$ cat config.mk
export PLATFORM = sky130hd
export DESIGN_NAME = fifo_status_ctrl
export DESIGN_NICKNAME = d
export VERILOG_FILES = /design/src/rtl/fifo_status_ctrl.sv
export SDC_FILE = /design/constraint.sdc
export NUM_CORES = 1
export LEC_CHECK = 0
export CAP_MARGIN = 20
export CORE_UTILIZATION = 54
export CTS_CLUSTER_DIAMETER = 100
export DETAILED_ROUTE_END_ITERATION = 12
export PLACE_DENSITY = 0.87
export SLEW_MARGIN = 25
export SYNTH_ARGS = -nofsm -noshare
export SYNTH_HDL_FRONTEND = slang
export SYNTH_SLANG_ARGS = --single-unit
$ cat constraint.sdc
create_clock -name clk -period 9.3 [get_ports clk]
set_input_delay 2.79 -clock clk [delete_from_list [all_inputs] [get_ports clk]]
set_output_delay 2.79 -clock clk [all_outputs]
set_load 0.01 [all_outputs]
$ cat src/rtl/fifo_status_ctrl.sv
// fifo_status_ctrl: FIFO full/empty/level, almost flags with hysteresis, sticky errors; FIFO_STATUS_ERRCNT_EN adds event counters
module fifo_status_ctrl #(
    parameter int ADDR_W = 9,
    parameter int HYST   = 2
`ifdef FIFO_STATUS_ERRCNT_EN
    ,
    parameter int CNT_W  = 8
`endif
) (
    input  logic              clk,
    input  logic              rst_n,
    input  logic              wr,
    input  logic              rd,
    input  logic              fifo_we,
    input  logic              fifo_rd,
    input  logic [ADDR_W:0]   wptr,
    input  logic [ADDR_W:0]   rptr,
    input  logic [ADDR_W:0]   af_thresh,
    input  logic [ADDR_W:0]   ae_thresh,
    input  logic              clr_err,
    output logic              fifo_full,
    output logic              fifo_empty,
    output logic [ADDR_W:0]   fifo_level,
    output logic              fifo_almost_full,
    output logic              fifo_almost_empty,
    output logic              fifo_overflow,
    output logic              fifo_underflow,
    output logic              ptr_err
`ifdef FIFO_STATUS_ERRCNT_EN
    ,
    output logic [CNT_W-1:0]  ovf_cnt,
    output logic [CNT_W-1:0]  udf_cnt
`endif
);
    localparam int PW = ADDR_W + 1;
    localparam logic [PW:0] DEPTH_X = (PW + 1)'(1) << ADDR_W;
    localparam logic [PW:0] HYST_X  = (PW + 1)'(HYST);

    logic [PW-1:0] diff;
    logic [PW:0]   diff_x, af_x, ae_x, af_lo, ae_sum, ae_hi;
    logic          ovf_evt, udf_evt, perr_evt;
    logic [PW-1:0] level_d, level_q;
    logic          af_d, af_q, ae_d, ae_q;
    logic          ovf_d, ovf_q, udf_d, udf_q, perr_d, perr_q;

    assign diff       = wptr - rptr;
    assign diff_x     = {1'b0, diff};
    assign fifo_full  = diff_x == DEPTH_X;
    assign fifo_empty = diff == '0;

    // Next-state for level, hysteretic almost flags and sticky error flags
    always_comb begin
        af_x     = {1'b0, af_thresh};
        ae_x     = {1'b0, ae_thresh};
        af_lo    = af_x > HYST_X ? af_x - HYST_X : '0;
        ae_sum   = ae_x + HYST_X;
        ae_hi    = ae_sum > DEPTH_X ? DEPTH_X : ae_sum;
        ovf_evt  = wr & fifo_full & ~fifo_rd;
        udf_evt  = rd & fifo_empty & ~fifo_we;
        perr_evt = diff_x > DEPTH_X;
        level_d  = perr_evt ? DEPTH_X[PW-1:0] : diff;
        af_d     = diff_x >= af_x ? 1'b1 : diff_x < af_lo ? 1'b0 : af_q;
        ae_d     = diff_x <= ae_x ? 1'b1 : diff_x > ae_hi ? 1'b0 : ae_q;
        ovf_d    = ovf_evt | (ovf_q & ~clr_err);
        udf_d    = udf_evt | (udf_q & ~clr_err);
        perr_d   = perr_evt | (perr_q & ~clr_err);
    end

    // Status registers; reset leaves the FIFO looking empty with no errors
    always_ff @(posedge clk) begin
        if (!rst_n) begin
            level_q <= '0;
            af_q    <= 1'b0;
            ae_q    <= 1'b1;
            ovf_q   <= 1'b0;
            udf_q   <= 1'b0;
            perr_q  <= 1'b0;
        end else begin
            level_q <= level_d;
            af_q    <= af_d;
            ae_q    <= ae_d;
            ovf_q   <= ovf_d;
            udf_q   <= udf_d;
            perr_q  <= perr_d;
        end
    end

    assign fifo_level        = level_q;
    assign fifo_almost_full  = af_q;
    assign fifo_almost_empty = ae_q;
    assign fifo_overflow     = ovf_q;
    assign fifo_underflow    = udf_q;
    assign ptr_err           = perr_q;

`ifdef FIFO_STATUS_ERRCNT_EN
    logic [CNT_W-1:0] ovf_cnt_d, ovf_cnt_q, udf_cnt_d, udf_cnt_q;

    // Saturating event counters; a clear coinciding with an event restarts at one
    always_comb begin
        ovf_cnt_d = clr_err ? CNT_W'(ovf_evt) :
                    (ovf_evt && ovf_cnt_q != '1) ? ovf_cnt_q + 1'b1 : ovf_cnt_q;
        udf_cnt_d = clr_err ? CNT_W'(udf_evt) :
                    (udf_evt && udf_cnt_q != '1) ? udf_cnt_q + 1'b1 : udf_cnt_q;
    end

    // Counter registers
    always_ff @(posedge clk) begin
        if (!rst_n) begin
            ovf_cnt_q <= '0;
            udf_cnt_q <= '0;
        end else begin
            ovf_cnt_q <= ovf_cnt_d;
            udf_cnt_q <= udf_cnt_d;
        end
    end

    assign ovf_cnt = ovf_cnt_q;
    assign udf_cnt = udf_cnt_q;
`endif
endmodule

==> summary.md, run 1 <==
| Metric | Value |
|---|---|
| Status | completed |
| Min-delay worst type | register to register |
| Placed Area | about 3100 um2 |
| First-pass detailed-route iteration total | 4 |
| Worst-path cell chain | clkdlybuf4s50_1 -> ha_1 -> inv_1 -> fa_1 -> a21o_1 -> a21o_1 -> xor2_1 -> a2111oi_0 -> nand4_1 -> nor2b_1 -> clkdlybuf4s50_1 |
| Post-CTS Setup Bufs | 0 |
| Setup crit end kind | primary output |
| RSZ-0062 raised after global routing | no |
| Number of top-level pins | 64 |
| YS warnings | 0 |
| Final period utilization | 0.951 |
| Hold path cells | 2 |
| Row Count | 23 |
| Initial Utilization | 0.576 |
| Max-cap viol count | 0 |
| Power Dens Cells | ~110 nW/um2 |
| Crit path time final | 8.84 ns |
| Slowest-stage cell, CP | clkdlybuf4s50_1 |
| Largest net degree at the start of global routing | 11 |
| Seq. cell area | between 300 and 400 um2 |
| Startpoint Class | input port |
| FF-to-FF Start | fifo_almost_full |
| Max-slew headroom | 0.445 |
| HPWL Detailed | 4930 um |
| Largest family of logic cells by synthesized area | adder cells |
| Iteration-0 DRC Markers | between 100 and 150 |
| Async set-reset flop share out of synthesis | 0 |
| Die Y | 68.3 um |
| Worst slew pin tran | 0.826 ns |
| Met1 Use GR | 0.342 |
| Worst EP arrival | 6.05 ns |
| Seq/Total Area, Yosys | 0.127 |
| Top delay family on crit path | buffers and inverters |
| Vias per cell | 5.75 |
| Post-synthesis adder-cell area fraction | 0.272 |
| Multi-input logic area | 1900 um2 |
| Design Area, Final | 3100 um2 |
| Cell-internal power | 0.000199 W |
| Max incr delay on CP | 0.56 ns |
| Setup TNS | 0 ns |
| Met2 usage | 0.466 |
| Synth cell types | 49 |
| Total power draw | approximately 0.00033 W |
| Htree depth | 1 |
| Synth Area in XOR/XNOR | 0.0628 |
| Wirelength, routed | 6050 um |
| Cts hold-fix bufs | 0 |
| Worst hold slack | 0.470 ns |
| NumNets Final | 471 |
| Mapped Nets | 405 |
| Final setup vio count | 0 |
| Setup Slack @ Placement | 0.516 ns |
| M3 GR Usage | 0.0400 |
| Clock tree buffer depth | 2 |
| Area Growth Syn to Fin | 30.8% |
| Net Sw Frac | 0.399 |
| Buf/Inv on CP | 3 |
| Die ar. | 4660 um2 |
| Mapped Area | 2370 um2 |
| Hold Crit Endpoint | fifo_overflow |
| Root Driver | clkbuf_8 |
| Clock sink total | 15 |
| Clk slew on worst S/H paths | 0.06 ns |
| Global route hottest layer | met2 |
| Cells resized by post-CTS repair | 0 |
| DRC | 0 |
| Prevailing post-synth register cell | dfxtp_1 |
| Clock share of power | 0.164 |
| WL/cell | 14.3 um |
| Critical path type | input port to primary output |
| First-pass GRT wire length | 9500 um |
| Global-route congestion overflow total | 0 |
| Reg-to-Reg End | fifo_almost_full |
| Peak supply drop | 0.0634 mV |
| Final Hold Fails | 0 |
| Mux share of post-synthesis cell area | 0.00475 |
| Reg2Reg Setup Slack | approximately 8.5 ns |
| Compound-Gate Fraction of Synth Area | 0.218 |
| Setup WS post-layout | ~0.46 ns |
| Peak Freq | about 0.11 GHz |
| Post-synth EDFFs | 0 |
| CTS tree | done |
| CP Max Fanout | 6 |
| Routability cong. | 0.909 |
| R2R cell count | 4 |
| Worst Clk Skew | 0 ns |
| Worst skew pair latency | 0.25 ns |
| Seq cells post-synth | 15 |
| Core region area | between 4000 and 5000 um2 |
| IO buf count | 63 |
| TritonCTS Buffers | 3 |
| Leakage | between 1 and 1.5 nW |
| Antenna violations before repair | 0 |
| NetSw | 0.000133 W |
| Vias in the first global route | 2,148 |
| Layout cells sized above 1 | 0.0511 |
| Ant. Diodes | 0 |
| Comb pwr share | 0.612 |
| Required @ worst endpoint | 6.51 ns |
| Final Max Tran Viols | 0 |
| Post-Syn Instances | 307 |
| Aggregate global-route resource usage | 0.269 |
| DIE WIDTH | 68.3 um |
| Synth Area per Inst | approximately 7.7 um2 |
| Vias | 2,428 |
| Fillers | ~320 |
| Hold path startpoint | fifo_overflow |
| Flop pwr share | 0.223 |
| Post-Synth Simple-Gate Area | 0.241 |
| Remaining antenna violation count | 0 |
-- worst min-delay path: stages, from the launching register on --
cell and delay, ns:
dfxtp_1 0.31, nand2_1 0.05, o21ai_0 0.06
-- placed cells by master, fill, tap and decap left out, drive strengths merged, types with 2 or more instances in the layout --
cell type / instances
o2111ai: 2
ha: 50
buf: 2
and2: 3
a21oi: 18
inv: 40
a211oi: 3
or2: 4
nor2: 18
nor2b: 10
o21ai: 15
xnor2: 12
or3: 4
and4: 2
and3: 3
nand4: 9
a221oi: 2
dfxtp: 15
o211ai: 2
clkbuf: 3
nor3: 3
clkdlybuf4s50: 63
nand3: 10
a31oi: 4
xor2: 5
nor4: 2
a21o: 11
o31ai: 2
a311oi: 3
nand2b: 10
o21a: 4
nand3b: 2
nand2: 22
-- registers in the layout (all words and copies together), names as in the netlist --
register	flops
fifo_almost_full	1
fifo_underflow	1
fifo_level	10
fifo_almost_empty	1
fifo_overflow	1
ptr_err	1
-- area by class of cell --
| class | instances | area share |
|---|---|---|
| multi-input cells | 248 | 0.611 |
| clock buffers | 3 | 0.0133 |
| clock inverters | 1 | 0.00161 |
| repair buffers | 65 | 0.208 |
| inverters | 40 | 0.0484 |
| flip-flops and latches | 15 | 0.0969 |
| well taps | 50 | 0.0202 |
-- worst max-delay path by stage --
stage	from	to	slack (ns)	depth (start not counted)
finish	rptr[0]	fifo_full	0.46	11
floorplan	wptr[0]	fifo_full	1.65	10
detailed placement	rptr[0]	fifo_full	0.52	11
CTS	rptr[0]	fifo_full	0.51	11
global route	rptr[0]	fifo_full	0.26	11
global placement	rptr[0]	fifo_full	0.63	11
-- synthesized netlist by cell type, drive strengths merged (2+ instances only) --
library cell | count | area share
o21a | 4 | 0.013
a21o | 11 | 0.035
dfxtp | 15 | 0.13
nor4 | 2 | 0.0053
a31oi | 4 | 0.011
ha | 50 | 0.26
and4 | 2 | 0.0074
nand2 | 22 | 0.035
or3 | 4 | 0.013
nor2b | 10 | 0.026
a221oi | 2 | 0.013
a311oi | 3 | 0.011
nand2b | 10 | 0.026
and2 | 3 | 0.0079
o211ai | 2 | 0.0063
o2111ai | 2 | 0.0074
and3 | 3 | 0.0079
a211oi | 3 | 0.0095
xnor2 | 12 | 0.044
o31ai | 2 | 0.0063
nor3 | 3 | 0.0063
nand3 | 10 | 0.021
nand3b | 2 | 0.0063
o21ai | 15 | 0.035
xor2 | 5 | 0.018
nor2 | 18 | 0.028
a21oi | 18 | 0.043
inv | 40 | 0.063
buf | 3 | 0.0090
or2 | 4 | 0.011
nand4 | 9 | 0.024
-- kinds of logic after synthesis --
logic type | Yosys count
compound gates | 73
xor+xnor | 17
fa+ha+maj | 51
buf+inv | 44
flops | 15
mux | 1
simple gates | 106
-- layer usage --
layer | vias up | routed length, um
met5 | - | 0
met3 | 8 | 281
met2 | 72 | 2890
li1 | 1236 | -
met4 | 0 | 72
met1 | 1112 | 2800
-- metrics by stage --
step,util,instances
2_1_floorplan,-,307
3_3_place_gp,0.742,418
3_5_place_dp,0.742,418
4_1_cts,0.753,422
5_1_grt,0.753,422
6_report,0.753,422
-- power groups by stage --
stage	Combinational, W	Clock (W)	Sequential, W
floorplan	0.000124	0	0.0000789
global placement	0.000194	0	0.0000755
detailed placement	0.000200	0	0.0000756
CTS	0.000202	0.0000560	0.0000742
global route	0.000228	0.0000581	0.0000750
finish	0.000203	0.0000546	0.0000742
Note: power is estimated with default switching activity, not from simulation.
==> inputs of run 2 (changes only) <==
--- a/config.mk
+++ b/config.mk
@@ -6,10 +6,11 @@
 export NUM_CORES = 1
 export LEC_CHECK = 0
 export CAP_MARGIN = 20
-export CORE_UTILIZATION = 54
+export CORE_ASPECT_RATIO = 0.6
+export CORE_UTILIZATION = 50
 export CTS_CLUSTER_DIAMETER = 100
 export DETAILED_ROUTE_END_ITERATION = 12
-export PLACE_DENSITY = 0.87
+export PLACE_DENSITY = 0.81
 export SLEW_MARGIN = 25
 export SYNTH_ARGS = -nofsm -noshare
 export SYNTH_HDL_FRONTEND = slang
==> run 2 against run 1 <==
Register-to-register slack worse by 0.09 ns. Sequential share of layout area about the same. Global-route usage decreased by 1.5 points. Critical endpoint unchanged. Clock skew did not move. Clock power fell by 0.9%. Count of clock-buffer cells in the layout unchanged. Die area rose by 7.9%. Final area grew 0.16%. Non-clock buffer count decreased by 1. Total power increased by 0.72%.
==> summary.md, run 2 (same netlist as run 1, synthesis figures left out) <==
| Metric | Value |
|---|---|
| Worst Clk Skew | 0 ns (unchanged) |
| Worst skew pair latency | 0.25 ns (about the same) |
| Crit path time final | 8.81 ns (-0.0296 ns) |
| Critical path type | input port to primary output |
| Clock sink total | 15 (unchanged) |
| Max-slew headroom | 0.507 (+0.0619) |
| CP Max Fanout | 6 (unchanged) |
| Die ar. | 5030 um2 (+7.9%) |
| Clk slew on worst S/H paths | 0.06 ns (about the same) |
| Worst slew pin tran | 0.736 ns (-0.0898 ns) |
| Startpoint Class | input port |
| Wirelength, routed | 6150 um (+1.6%) |
| Layout cells sized above 1 | 0.0485 (-0.00256) |
| Leakage | 1.44 nW (-0.33%) |
| Htree depth | 1 (unchanged) |
| First-pass GRT wire length | 10,400 um (+9.7%) |
| Final Hold Fails | 0 (unchanged) |
| TritonCTS Buffers | 3 (unchanged) |
| Comb pwr share | 0.615 (+0.003) |
| Most common cell after layout, fill and taps aside | clkdlybuf4s50_1 |
| Vias | 2,349 (-3.3%) |
| Slowest-stage cell, CP | clkdlybuf4s50_1 |
| Remaining antenna violation count | 0 (unchanged) |
| Cells resized by post-CTS repair | 0 (unchanged) |
| NetSw | 0.000136 W (+2.5%) |
| Cell-internal power | 0.000199 W (-0.44%) |
| Max reg flops | 10 (unchanged) |
| Iteration-0 DRC Markers | 121 (-4.7%) |
| NumNets Final | 470 (-0.21%) |
| Design Area, Final | 3110 um2 (+0.16%) |
| Final Max Tran Viols | 0 (unchanged) |
| Ant. Diodes | 0 (unchanged) |
| Worst hold slack | 0.477 ns (+0.00675 ns) |
| Area Growth Syn to Fin | 31.0% |
| Status | completed |
| Number of top-level pins | 64 (unchanged) |
| Clock tree buffer depth | 2 (unchanged) |
| Max-cap viol count | 0 (unchanged) |
| HPWL Detailed | 5240 um (+6.3%) |
| Cts hold-fix bufs | 0 (unchanged) |
| Min-delay worst type | register to register |
| WL/cell | 14.3 um (-0.49%) |
| Root Driver | clkbuf_8 |
| DRC | 0 (unchanged) |
| Initial Utilization | 0.548 (-0.0278) |
| Post-CTS Setup Bufs | 0 (unchanged) |
| Vias per cell | 5.45 (-5.3%) |
| Worst-path cell chain | clkdlybuf4s50_1 -> ha_1 -> inv_1 -> fa_1 -> a21o_1 -> a21o_1 -> xor2_1 -> a2111oi_0 -> nand4_1 -> nor2b_1 -> clkdlybuf4s50_1 |
| Vias in the first global route | 2,207 (+2.7%) |
| Antenna violations before repair | 0 (unchanged) |
| Setup TNS | 0 ns (unchanged) |
| Core region area | 4320 um2 (+5.1%) |
| Worst EP arrival | 6.02 ns (-0.03 ns) |
| Routability cong. | 0.895 (-1.5%) |
| Largest net degree at the start of global routing | 12 (+1) |
| Max incr delay on CP | 0.54 ns (-0.02 ns) |
| Setup crit end kind | primary output |
| Placed Area | 3060 um2 (+0.16%) |
| IO buf count | 63 (unchanged) |
| Most frequent cells in the layout | 63 x clkdlybuf4s50_1, 50 x ha_1, 40 x inv_1, 22 x nand2_1, 18 x nor2_1 |
| Final period utilization | 0.948 (-0.00319) |
| Row Count | 18 (-22%) |
| Power Dens Cells | 108 nW/um2 (+0.56%) |
| DIE WIDTH | 90.9 um (+33%) |
| Die Y | 55.3 um (-19%) |
| CTS tree | done |
| Peak supply drop | 0.0565 mV (-11%) |
| Net Sw Frac | 0.406 (+0.00691) |
| Aggregate global-route resource usage | 0.255 (-0.0146) |
| Flop pwr share | 0.224 (about the same) |
| Required @ worst endpoint | 6.51 ns (about the same) |
| Peak Freq | 0.113 GHz (+0.34%) |
| Clock share of power | 0.162 (-0.002) |
| Global-route congestion overflow total | 0 (unchanged) |
| Final setup vio count | 0 (unchanged) |
| RSZ-0062 raised after global routing | no |
| First-pass detailed-route iteration total | 4 (unchanged) |
[run 2: area by class of cell]
type                            instances  area [um2]
Clock buffer                            3        41.3
Clock inverter                          1        5.00
Fill cell                             374        1220
Inverter                               40         150
Multi-Input combinational cell        248        1900
Sequential cell                        15         300
Tap cell                               60        75.1
Timing Repair Buffer                   64         638
[run 2: through the flow]
stage	utilization	cells	setup WS [ns]	power, W
detailed placement	0.707	427	0.505	0.000277
global route	0.718	431	0.257	0.000365
global placement	0.707	427	0.552	0.000272
floorplan	-	307	1.65	0.000203
finish	0.718	431	0.486	0.000335
CTS	0.718	431	0.482	0.000332
[run 2: worst max-delay path: cells and delay by family]
| family | cells | cell delay [ns] |
|---|---|---|
| compound gates | 3 | 0.88 |
| simple gates | 2 | 0.52 |
| xor+xnor | 1 | 0.22 |
| fa+ha+maj | 2 | 0.55 |
| buf+inv | 3 | 1.04 |
[run 2: power by group through the flow]
stage | registers [W] | clock network, W | logic, W
2_1_floorplan | 0.0000789 | 0 | 0.000124
3_3_place_gp | 0.0000760 | 0 | 0.000196
3_5_place_dp | 0.0000760 | 0 | 0.000201
4_1_cts | 0.0000747 | 0.0000549 | 0.000203
5_1_grt | 0.0000753 | 0.0000583 | 0.000231
6_report | 0.0000748 | 0.0000541 | 0.000206
[run 2: routing by layer]
layer / global-route usage / wire length (um)
met2: 0.344 / 2130
met3: 0.0413 / 494
met1: 0.415 / 3480
met5: 0 / 0
met4: 0.0363 / 38
[run 2: worst paths after layout]
path,from,to,slack [ns],cells after the start
worst max-delay path,rptr[0],fifo_full,0.49,11
worst min-delay path,fifo_overflow,fifo_overflow,0.48,2
worst max register to register,fifo_almost_full,fifo_almost_full,8.44,4
worst min register to register,fifo_overflow,fifo_overflow,0.48,2
